$ cat src/rtl/bit_balance_mon.sv
// bit_balance_mon: passive observer of a DATA_W-bit word stream.
// The stream is cut into windows of WINDOW_WORDS accepted words. For each
// window the block reports the ones count, the zeros count and the absolute
// imbalance, and flags windows whose imbalance exceeds a runtime threshold.
// It also counts completed windows (wrapping) and flagged windows (saturating).
// Pipeline: popcount register -> accumulator/sum latch -> result registers.
// The result appears two edges after the window's final word is accepted.
module bit_balance_mon #(
  parameter int DATA_W       = 8,
  parameter int WINDOW_WORDS = 32,
  parameter int CNT_W        = $clog2(DATA_W * WINDOW_WORDS + 1),
  parameter int WIN_W        = 16,
  parameter int ERR_W        = 16
) (
  input  logic              clk,
  input  logic              rst_n,
  input  logic              clear,
  input  logic              in_valid,
  input  logic [DATA_W-1:0] in_data,
  input  logic [CNT_W-1:0]  imb_thr,
  output logic              res_valid,
  output logic [CNT_W-1:0]  ones,
  output logic [CNT_W-1:0]  zeros,
  output logic [CNT_W-1:0]  imbalance,
  output logic              imb_flag,
  output logic [WIN_W-1:0]  win_cnt,
  output logic [ERR_W-1:0]  err_cnt
);

  localparam int WINDOW_BITS = DATA_W * WINDOW_WORDS;
  localparam int POP_W       = $clog2(DATA_W + 1);
  localparam int WC_W        = $clog2(WINDOW_WORDS);

  localparam logic [WC_W-1:0]  LAST_IDX = WC_W'(WINDOW_WORDS - 1);
  localparam logic [CNT_W-1:0] BITS_C   = CNT_W'(WINDOW_BITS);

  // Word position inside the current window.
  logic [WC_W-1:0]  r_word_cnt;

  // Stage 1: popcount of the accepted word with valid/last tags.
  logic             r_s1_valid;
  logic             r_s1_last;
  logic [POP_W-1:0] r_s1_pop;

  // Stage 2: running accumulator and the latched window sum.
  logic [CNT_W-1:0] r_acc;
  logic [CNT_W-1:0] r_sum;
  logic             r_s2_valid;

  // Stage 3: result registers driving the outputs.
  logic             r_res_valid;
  logic [CNT_W-1:0] r_ones;
  logic [CNT_W-1:0] r_zeros;
  logic [CNT_W-1:0] r_imbalance;
  logic             r_imb_flag;
  logic [WIN_W-1:0] r_win_cnt;
  logic [ERR_W-1:0] r_err_cnt;

  // Combinational helpers.
  logic             w_accept;
  logic             w_last;
  logic [POP_W-1:0] w_pop;
  logic [CNT_W-1:0] w_acc_next;
  logic [CNT_W-1:0] w_zeros;
  logic [CNT_W-1:0] w_imbalance;
  logic             w_flag;

  // A word counts only when valid and not being flushed in the same cycle.
  assign w_accept = in_valid & ~clear;
  assign w_last   = (r_word_cnt == LAST_IDX);

  // Popcount of the incoming word.
  always_comb begin
    // NOTE: combinational blocks use blocking '=' and assign a default first
    // so every path drives the signal and no latch is inferred.
    w_pop = '0;
    for (int i = 0; i < DATA_W; i++) begin
      w_pop = w_pop + POP_W'(in_data[i]);
    end
  end

  // Word counter: 0..WINDOW_WORDS-1 over accepted words, wraps after the last.
  always_ff @(posedge clk or negedge rst_n) begin
    // NOTE: sequential state uses non-blocking '<=' so every register samples
    // its inputs from before the edge, independent of statement order.
    if (!rst_n) begin
      r_word_cnt <= '0;
    end else if (clear) begin
      r_word_cnt <= '0;
    end else if (w_accept) begin
      r_word_cnt <= w_last ? '0 : r_word_cnt + WC_W'(1);
    end
  end

  // Stage 1: register the popcount tagged with valid and last-of-window.
  always_ff @(posedge clk or negedge rst_n) begin
    if (!rst_n) begin
      r_s1_valid <= 1'b0;
      r_s1_last  <= 1'b0;
      r_s1_pop   <= '0;
    end else if (clear) begin
      r_s1_valid <= 1'b0;
      r_s1_last  <= 1'b0;
      r_s1_pop   <= '0;
    end else begin
      r_s1_valid <= w_accept;
      r_s1_last  <= w_accept & w_last;
      if (w_accept) begin
        r_s1_pop <= w_pop;
      end
    end
  end

  // The window sum never exceeds WINDOW_BITS, which CNT_W holds exactly.
  assign w_acc_next = r_acc + CNT_W'(r_s1_pop);

  // Stage 2: accumulate; on the last word latch the sum and restart at zero
  // in the same edge so a back-to-back window loses nothing.
  always_ff @(posedge clk or negedge rst_n) begin
    if (!rst_n) begin
      r_acc      <= '0;
      r_sum      <= '0;
      r_s2_valid <= 1'b0;
    end else if (clear) begin
      r_acc      <= '0;
      r_sum      <= '0;
      r_s2_valid <= 1'b0;
    end else begin
      r_s2_valid <= r_s1_valid & r_s1_last;
      if (r_s1_valid) begin
        if (r_s1_last) begin
          r_sum <= w_acc_next;
          r_acc <= '0;
        end else begin
          r_acc <= w_acc_next;
        end
      end
    end
  end

  // Derived results: |ones - zeros| equals |2*ones - WINDOW_BITS|.
  always_comb begin
    w_zeros     = BITS_C - r_sum;
    w_imbalance = (r_sum >= w_zeros) ? (r_sum - w_zeros) : (w_zeros - r_sum);
    w_flag      = (w_imbalance > imb_thr);
  end

  // Stage 3: publish results and update the window/error counters.
  always_ff @(posedge clk or negedge rst_n) begin
    if (!rst_n) begin
      r_res_valid <= 1'b0;
      r_ones      <= '0;
      r_zeros     <= '0;
      r_imbalance <= '0;
      r_imb_flag  <= 1'b0;
      r_win_cnt   <= '0;
      r_err_cnt   <= '0;
    end else if (clear) begin
      r_res_valid <= 1'b0;
      r_ones      <= '0;
      r_zeros     <= '0;
      r_imbalance <= '0;
      r_imb_flag  <= 1'b0;
      r_win_cnt   <= '0;
      r_err_cnt   <= '0;
    end else begin
      r_res_valid <= r_s2_valid;
      if (r_s2_valid) begin
        r_ones      <= r_sum;
        r_zeros     <= w_zeros;
        r_imbalance <= w_imbalance;
        r_imb_flag  <= w_flag;
        r_win_cnt   <= r_win_cnt + WIN_W'(1);
        if (w_flag && (r_err_cnt != '1)) begin
          r_err_cnt <= r_err_cnt + ERR_W'(1);
        end
      end
    end
  end

  assign res_valid = r_res_valid;
  assign ones      = r_ones;
  assign zeros     = r_zeros;
  assign imbalance = r_imbalance;
  assign imb_flag  = r_imb_flag;
  assign win_cnt   = r_win_cnt;
  assign err_cnt   = r_err_cnt;

endmodule

$ cat config.mk
export PLATFORM = sky130hd
export DESIGN_NAME = bit_balance_mon
export DESIGN_NICKNAME = d
export VERILOG_FILES = /design/src/rtl/bit_balance_mon.sv
export SDC_FILE = /design/constraint.sdc
export NUM_CORES = 1
export LEC_CHECK = 0
export CAP_MARGIN = 20
export CORE_ASPECT_RATIO = 0.6
export CORE_MARGIN = 2
export CORE_UTILIZATION = 50
export CTS_CLUSTER_SIZE = 40
export DETAILED_ROUTE_END_ITERATION = 7
export PLACE_DENSITY = 0.72
export SLEW_MARGIN = 40
export SYNTH_ARGS = -nofsm -noshare
export SYNTH_HDL_FRONTEND = slang
export SYNTH_SLANG_ARGS = --single-unit
export TNS_END_PERCENT = 50
$ cat constraint.sdc
create_clock -name clk -period 10.8 [get_ports clk]
set_input_delay 2.16 -clock clk [delete_from_list [all_inputs] [get_ports clk]]
set_output_delay 2.16 -clock clk [all_outputs]
set_load 0.02 [all_outputs]
# After elaboration in Yosys (flattened, before gate mapping)
# Index checks and enable logic that the tools add are counted.
[op_classes]
n_addsub = 14
n_lt_le_gt_ge = 2
eq_ne = 2
muxes = 29
bitwise_logic = 4
n_reduce_logical = 8
[ops]
columns = ["cell", "n"]
rows = [
  ["two-way mux 9 bit", 13],
  ["two-way mux 16 bit", 5],
  ["adder 16 x 1 -> 16 bit, second input constant", 2],
  ["subtractor 9 bit", 2],
  ["adder 4 x 1 -> 4 bit", 4],
  ["!= test 16 bit, second input constant", 1],
  ["two-way mux 5 bit", 3],
  ["nonzero test 2 bit", 5],
  ["adder 9 x 4 -> 9 bit", 1],
  ["greater-or-equal comparator 9 bit", 1],
  ["> comparator 9 bit", 1],
  ["subtractor 9 bit, first input constant", 1],
  ["two-way mux 4 bit", 2],
  ["two-way mux 1 bit", 6],
  ["adder 5 x 1 -> 5 bit, second input constant", 1],
  ["== test 5 bit, second input constant", 1],
  ["adder 3 x 1 -> 4 bit", 1],
  ["AND reduction 2 bit", 2],
  ["adder 2 x 1 -> 3 bit", 1],
  ["AND 1 bit", 3],
  ["adder 1 x 1 -> 2 bit", 1],
  ["logical AND 1 bit", 1],
  ["inverter 1 bit", 1],
]
[word_totals]
reg_bits = 91
input_bits = 21
output_inout_bits = 61
wordCells = 73

# Depth between registers and ports, before layout
# Gate-level depths: netlist of run 1.
[logic_depth]
word_depth = 9
ltp_mapped = 22

# Worst setup path before layout of run 1
# No wires, ideal clock.
[synth_path]
kind = "register to register"
startpoint = "register r_sum[1]"
endpoint = "register r_err_cnt[14] (netlist: err_cnt[14])"
setup_time_ns = 0.078
t_arrival_ns = 4.782
required_time_ns = 10.722
setup_slack_ns = 5.940
path_stages_with_launch = 23
path_buffers = 2
path_cell_list = "dfrtp_1 -> inv_1 -> ha_1 -> nor3b_4 -> nand2_1 -> ha_1 -> xor2_1 -> nand4_1 -> o21ai_1 -> a311oi_1 -> nor2_1 -> buf_4 -> mux2i_1 -> xnor2_1 -> ha_1 -> a21o_1 -> a21o_1 -> a21oi_1 -> o211ai_1 -> nand3_1 -> clkbuf_1 -> or3_1 -> a21oi_1"
[synth_between]
elab_chain_cells = 7
word_cells_on_any_way = 9
classes_between = "add/sub: 3; order compare: 2; mux: 1; reduce/logical: 3"
[synth_lines]
columns = ["item", "line_no", "source"]
rows = [
  ["start: declaration", "47", "logic [CNT_W-1:0] r_sum;"],
  ["start signal: assignment", "132", "r_sum <= w_acc_next;"],
  ["subtractor 9 bit", "143", "w_zeros = BITS_C - r_sum;"],
  ["subtractor 9 bit / greater-or-equal comparator 9 bit (equally long branches)", "144", "w_imbalance = (r_sum >= w_zeros) ? (r_sum - w_zeros) : (w_zeros - r_sum);"],
  ["two-way mux 9 bit *", "144", ""],
  ["> comparator 9 bit *", "145", "w_flag = (w_imbalance > imb_thr);"],
  ["logical AND 1 bit *", "174", "if (w_flag && (r_err_cnt != '1)) begin"],
  ["nonzero test 2 bit (no source line) *", "-", ""],
  ["AND reduction 2 bit (no source line) *", "-", ""],
  ["end signal: assignment", "175", "r_err_cnt <= r_err_cnt + ERR_W'(1);"],
  ["end: declaration", "57", "logic [ERR_W-1:0] r_err_cnt;"],
]
# Mark *: on every way between the ends. The rest lies on a longest branch, timed or not.
# A chain may end at the register's enable or synchronous reset.

# Worst setup path after layout of run 1
[layout_path]
startpoint = "register r_sum[1]"
endpoint = "register r_err_cnt[10] (netlist: err_cnt[10])"
# The elaborated chain is that of the path after synthesis.

==> results of run 1 <==
[state kept, by name (all words and copies together), names as in the netlist]
signal	count
r_acc	9
ones	9
imbalance	8
r_s1_valid	1
err_cnt	16
r_word_cnt	5
res_valid	1
r_sum	9
r_s2_valid	1
win_cnt	16
r_s1_last	1
imb_flag	1
zeros	8
r_s1_pop	4
[logic make-up after synthesis]
logic type	after synthesis	share of synthesized area, %
fa+ha+maj	40	9.59
flops	89	39.7
other cells	1	0.0668
compound gates	100	11.3
xor+xnor	47	7.74
mux	35	6.29
simple gates	233	20.5
buf+inv	66	4.93
[layer usage]
metal	global-route usage [%]	wire length, um	share of wire (%)
met3	4.75	714	5.1
met5	0	0	0
met1	38.2	7400	53
met4	4.27	81	0.58
met2	35.2	5790	41
[area by class of cell]
cell class              count  area (um2)  area share [%]
well taps                 139         174            2.58
inverters                  38         143            2.12
clock inverters             5        33.8           0.501
repair buffers             83         823            12.2
clock buffers              10         229            3.40
flip-flops and latches     89        2230            33.0
multi-input cells         456        3110            46.2
[worst max path at each step]
stage          startpoint           to  slack (ns)  cells after the start
6_report         r_sum[1]  err_cnt[10]        4.71                     20
5_1_grt          r_sum[1]  err_cnt[10]        4.06                     20
4_1_cts          r_sum[1]  err_cnt[10]        4.53                     20
3_5_place_dp     r_sum[1]  err_cnt[10]        4.56                     20
3_3_place_gp     r_sum[1]  err_cnt[12]        4.93                     20
2_1_floorplan    r_sum[1]  err_cnt[14]        5.94                     22
[cell usage in the layout (no fill, tap or decap), types with 17 or more instances in the layout]
cell	synthesis	final
xor2_1	21	21
nand2_1	37	37
ha_1	35	35
nor2_1	82	81
dfrtp_1	89	89
mux2i_1	33	33
nand3_1	25	25
clkdlybuf4s50_1	0	78
inv_1	38	38
nand4_1	19	19
xnor2_1	23	23
or3_1	17	17
a21oi_1	32	32
o21ai_0	25	25
[stage by stage]
stage          setup WS (ns)  utilization (%)  std cells  cell area (um2)  total power (W)
2_1_floorplan           5.94                -        611             5610         0.000378
3_3_place_gp            4.93             60.2        805             6470         0.000399
3_5_place_dp            4.56             60.2        805             6470         0.000403
4_1_cts                 4.53             62.7        820             6730         0.000685
5_1_grt                 4.06             62.8        820             6740         0.000709
6_report                4.71             62.8        820             6740         0.000679
[worst min-delay path, stage by stage (launching register included)]
cell and delay, ns:
dfrtp_1 0.34, nand2_1 0.06, nand4_1 0.06
[power by group]
part / total (W) / switching (W) / internal (W)
clock: 0.000284 / 0.000129 / 0.000154
sequential: 0.000341 / 0.00000409 / 0.000337
combinational: 0.0000547 / 0.0000321 / 0.0000226
==> results.cfg, run 1 <==
[clock_tree]
clock_sinks = 89
root_buffer = clkbuf_16
clkTransAtPathRegs_ns = 0.07
post_cts_resized = 0
post_cts_buffers = 0
cts_tree = built
cts_htree_levels = 3
clockBufferDepth = 2
cts_made_buffers = 9
holdBufCountCts = 0
clock_latency_ns = 0.34

[power_and_ir_drop]
p_per_area_mw_per_mm2 = 101
leakage_nw = 3.10
vdd.ir_drop.worst_uv = 66.9

[floorplan]
num_io_pins = 82
die_w_um = 141
fp-row-count = 29
core_area_mm2 = 0.0107
start_util_pct = 52.3
die_h_um = 86.1
die-area_mm2 = 0.0121

[sta]
tightest_slew_ns = 0.688
setup_violations = 0
maxSlewHeadroom_pct = 53.8
tns_ns = 0
drv_slew = 0
period_needed_ns = 6.09
hold_ws_ns = 0.490
period_share_pct = 56.4
hold_violations = 0
fmax_ghz = 0.164
finClkSkew_ns = 0.00729
rsz0062_at_grt = no

[yosys]
seq_area_frac_synth_pct = 39.7
ys_ff_latch = 89
synthFlopType = dfrtp_1
synth_top_area_share_pct = 39.7
synth_largest_area_cell = dfrtp_1
ys_types = 55
synth.area.top_cells = dfrtp_1 (40%), ha_1 (7.8%), mux2i_1 (5.9%)
syn-num-nets = 672
syn_avg_cell_area_um2 = 9.19
syn_inst = 611
yosysWarnings = 0
async_flop_share_pct = 100
yosys-top-cells-count = dfrtp_1 (89), nor2_1 (82), inv_1 (38), nand2_1 (37), ha_1 (35)
synth_most_common_cell = dfrtp_1
synth-edff-count = 0
syn_area_mm2 = 0.00561

[hold_path]
hold_depth = 2
min-delay-start = imbalance[8]
hold_end = imbalance[8]
min_path_type = flip-flop to flip-flop

[routing]
first_iter_violations = 415
remaining_drc_errors = 0
drt_first_pass_iters = 5
detail_route.wl_per_cell_um = 17.0
drt-total-wl_um = 14000
routed_via_density = 5.67
vias = 4652
final_antenna_net_count = 0

[final_layout]
diodes = 0
n_fill_cell = 905
nNetsFinal = 738
area_growth_pct = 20.1
drive_gt1_share_pct = 4.55

[run_status]
status = finished clean

[placement]
dp_hpwl_um = 10300
finalWeightedCongestion = 0.882
port_buffers = 80

[worst_setup_path]
rr_worst_depth = 20
crit_chain = inv_1 > ha_1 > nor3b_4 > nand2_1 > ha_1 > xor2_1 > nand4_1 > o21ai_1 > a311oi_1 > nor2_2 > mux2i_1 > xnor2_1 > ha_1 > a21o_1 > a21o_1 > a21oi_1 > o211ai_1 > nand3_1 > or3_1 > a21oi_1
crit_family = simple AND/OR/NAND/NOR gates
r2r-end = err_cnt[10]
max_stage_delay_ns = 0.52
arrival_ns = 6.35
crit_path_frequent_cell = ha_1
r2r_slack_ns = 4.71
cp-start-kind = flip-flop
r2r_start = r_sum[1]
crit_fanout = 16
path_buf_inv = 1
critical-path-slowest-cell = nor2_2
end_kind = flip-flop
cp.required_ns = 11.06
critical_path_class = flip-flop to flip-flop

[global_routing]
overflow = 0
grt_pass1_vias = 4584
grt_pass1_wl_um = 23500
grt_usage_pct = 24.3
antenna_found_initial = 0
grt_max_degree = 83

[flow_run]
maxCapViolations = 0
(Power assumes the default switching activity.)
==> run 2: changes to the inputs <==
--- a/config.mk
+++ b/config.mk
@@ -11,7 +11,7 @@
 export CORE_UTILIZATION = 50
 export CTS_CLUSTER_SIZE = 40
 export DETAILED_ROUTE_END_ITERATION = 7
-export PLACE_DENSITY = 0.72
+export PLACE_DENSITY = 0.75
 export SLEW_MARGIN = 40
 export SYNTH_ARGS = -nofsm -noshare
 export SYNTH_HDL_FRONTEND = slang
==> constraint.sdc (replaced) <==
create_clock -name clk -period 5.09 [get_ports clk]
set_input_delay 1.018 -clock clk [delete_from_list [all_inputs] [get_ports clk]]
set_output_delay 1.018 -clock clk [all_outputs]
set_load 0.02 [all_outputs]
==> run 2 against run 1 <==
- first-iteration DRC count decreased by 18%
- critical path type unchanged
- final cell count increased by 2.6%
- highest routed layer unchanged
- fmax increased by 25%
- via count increased by 2.7%
- combinational power increased by 110%
- register-to-register slack got worse by 4.5 ns
==> results.cfg, run 2 (same netlist as run 1, synthesis figures left out) <==
[run_status]
status = finished clean

[routing]
final_antenna_net_count = 0
vias = 4778
drt_first_pass_iters = 5
first_iter_violations = 339
routed_via_density = 5.68
detail_route.wl_per_cell_um = 16.6
drt-total-wl_um = 14000
remaining_drc_errors = 0

[global_routing]
grt_pass1_wl_um = 23300
antenna_found_initial = 0
grt_pass1_vias = 4602
overflow = 0
grt_usage_pct = 24.2
grt_max_degree = 82

[clock_tree]
root_buffer = clkbuf_16
clock_sinks = 89
clkTransAtPathRegs_ns = 0.07
clockBufferDepth = 2
cts_tree = built
cts_made_buffers = 9
holdBufCountCts = 0
clock_latency_ns = 0.35
cts_htree_levels = 3

[sta]
fmax_ghz = 0.205
period_needed_ns = 4.88
setup_violations = 0
hold_violations = 0
period_share_pct = 95.9
drv_slew = 0
finClkSkew_ns = 0.00821
tightest_slew_ns = 0.625
layout_setup_ws_ns = 0.206
maxSlewHeadroom_pct = 58.2
hold_ws_ns = 0.485

[placement]
finalWeightedCongestion = 0.874
dpl_worst_slack_ns = -0.0397
dp_cells = 818
port_buffers = 80
dp_hpwl_um = 10000

[final_layout]
final_common_cell = dfrtp_1
final_util_pct = 65.1
nNetsFinal = 758
multiInputGateArea_mm2 = 0.00320
stdcell_count = 841
diodes = 0
regArea_mm2 = 0.00223
area_growth_pct = 24.7
final_cell_mix = dfrtp_1 (88), nor2_1 (82), clkdlybuf4s50_1 (78)
drive_gt1_share_pct = 9.12
n_fill_cell = 876

[floorplan]
num_io_pins = 82
die_h_um = 86.1
die_w_um = 141
die-area_mm2 = 0.0121
fp-row-count = 29
core_area_mm2 = 0.0107
start_util_pct = 52.3

[power_and_ir_drop]
leakage_nw = 3.22
vdd.ir_drop.worst_uv = 164
p_per_area_mw_per_mm2 = 210
p_total_w = 0.00147

[worst_setup_path]
critical-path-slowest-cell = ha_1
max_stage_delay_ns = 0.46
crit_chain = buf_4 > nor3_2 > inv_1 > ha_1 > xor2_2 > nand3_1 > o21ai_2 > a311oi_1 > nor2_1 > mux2i_1 > xnor2_1 > ha_1 > a21o_1 > a21o_1 > a21oi_1 > o211ai_1 > nand3_1 > buf_4 > or3_1 > a21oi_1
cp.required_ns = 5.35
crit_family = simple AND/OR/NAND/NOR gates
path_buf_inv = 3
crit_fanout = 16
cp-start-kind = flip-flop
end_kind = flip-flop
critical_path_class = flip-flop to flip-flop
arrival_ns = 5.14

[flow_run]
maxCapViolations = 0

[hold_path]
min_path_type = flip-flop to flip-flop
-- run 2: cell types whose count changed in the layout (fill, tap and decap cells not counted), sizes merged --
| cell | before | now |
|---|---|---|
| clkinv | 3 | 1 |
| inv | 38 | 40 |
| clkbuf | 10 | 11 |
| buf | 5 | 25 |
-- run 2: final timing paths --
kind                       slack [ns]            to         start  cells past startpoint
max                              0.21    err_cnt[4]      r_sum[0]                     20
min                              0.49  imbalance[6]  imbalance[6]                      2
max reg2reg                      0.21    err_cnt[4]      r_sum[0]                     20
min reg2reg                      0.49  imbalance[6]  imbalance[6]                      2
max in group asynchronous        3.38      r_sum[0]         rst_n                      2
min in group asynchronous        0.69  imbalance[3]         rst_n                      1
-- run 2: through the flow --
step                      instance area (um2)  setup TNS [ns]
after CTS                                6860        -0.00603
after global placement                   6570               0
final                                    7000               0
after global routing                     7000         -0.0684
after detailed placement                 6570         -0.0397
after floorplan                          5610               0
-- run 2: what timing repair did --
| action | in CTS | in global routing |
|---|---|---|
| gates resized for setup | 0 | 16 |
| setup endpoints to repair | 4 | 15 |
| pin swaps | 1 | 3 |
| setup buffers | 2 | 5 |
-- run 2: layer usage --
layer,wire length [um],GRT usage [%],vias to the layer above
met3,898,4.75,24
met1,7000,38.1,2312
met5,0,0,-
li1,-,-,2276
met4,178,5.64,0
met2,5900,34.3,166
-- run 2: worst min-delay path, stage by stage (launching register included) --
cell and delay [ns]:
dfrtp_1 0.34, nand2_1 0.05, nand4_1 0.06
-- run 2: area by class of cell --
| class | count | share of cell area (%) |
|---|---|---|
| Multi-Input combinational cell | 456 | 45.8 |
| Sequential cell | 89 | 31.8 |
| Timing Repair Buffer | 103 | 13.9 |
| Clock buffer | 11 | 3.47 |
| Tap cell | 139 | 2.49 |
| Inverter | 38 | 2.04 |
| Clock inverter | 5 | 0.536 |
-- run 2: power breakdown --
| group | switching [W] | internal (W) |
|---|---|---|
| combinational | 0.0000675 | 0.0000478 |
| clock | 0.000287 | 0.000347 |
| sequential | 0.00000820 | 0.000715 |
| total | 0.000363 | 0.00111 |
==> run 3: changes to the inputs <==
--- a/config.mk
+++ b/config.mk
@@ -9,7 +9,6 @@
 export CORE_ASPECT_RATIO = 0.6
 export CORE_MARGIN = 2
 export CORE_UTILIZATION = 50
-export CTS_CLUSTER_SIZE = 40
 export DETAILED_ROUTE_END_ITERATION = 7
 export PLACE_DENSITY = 0.75
 export SLEW_MARGIN = 40
==> results of run 3 <==
Final layout, timing and power as in run 2 (identical DEF).
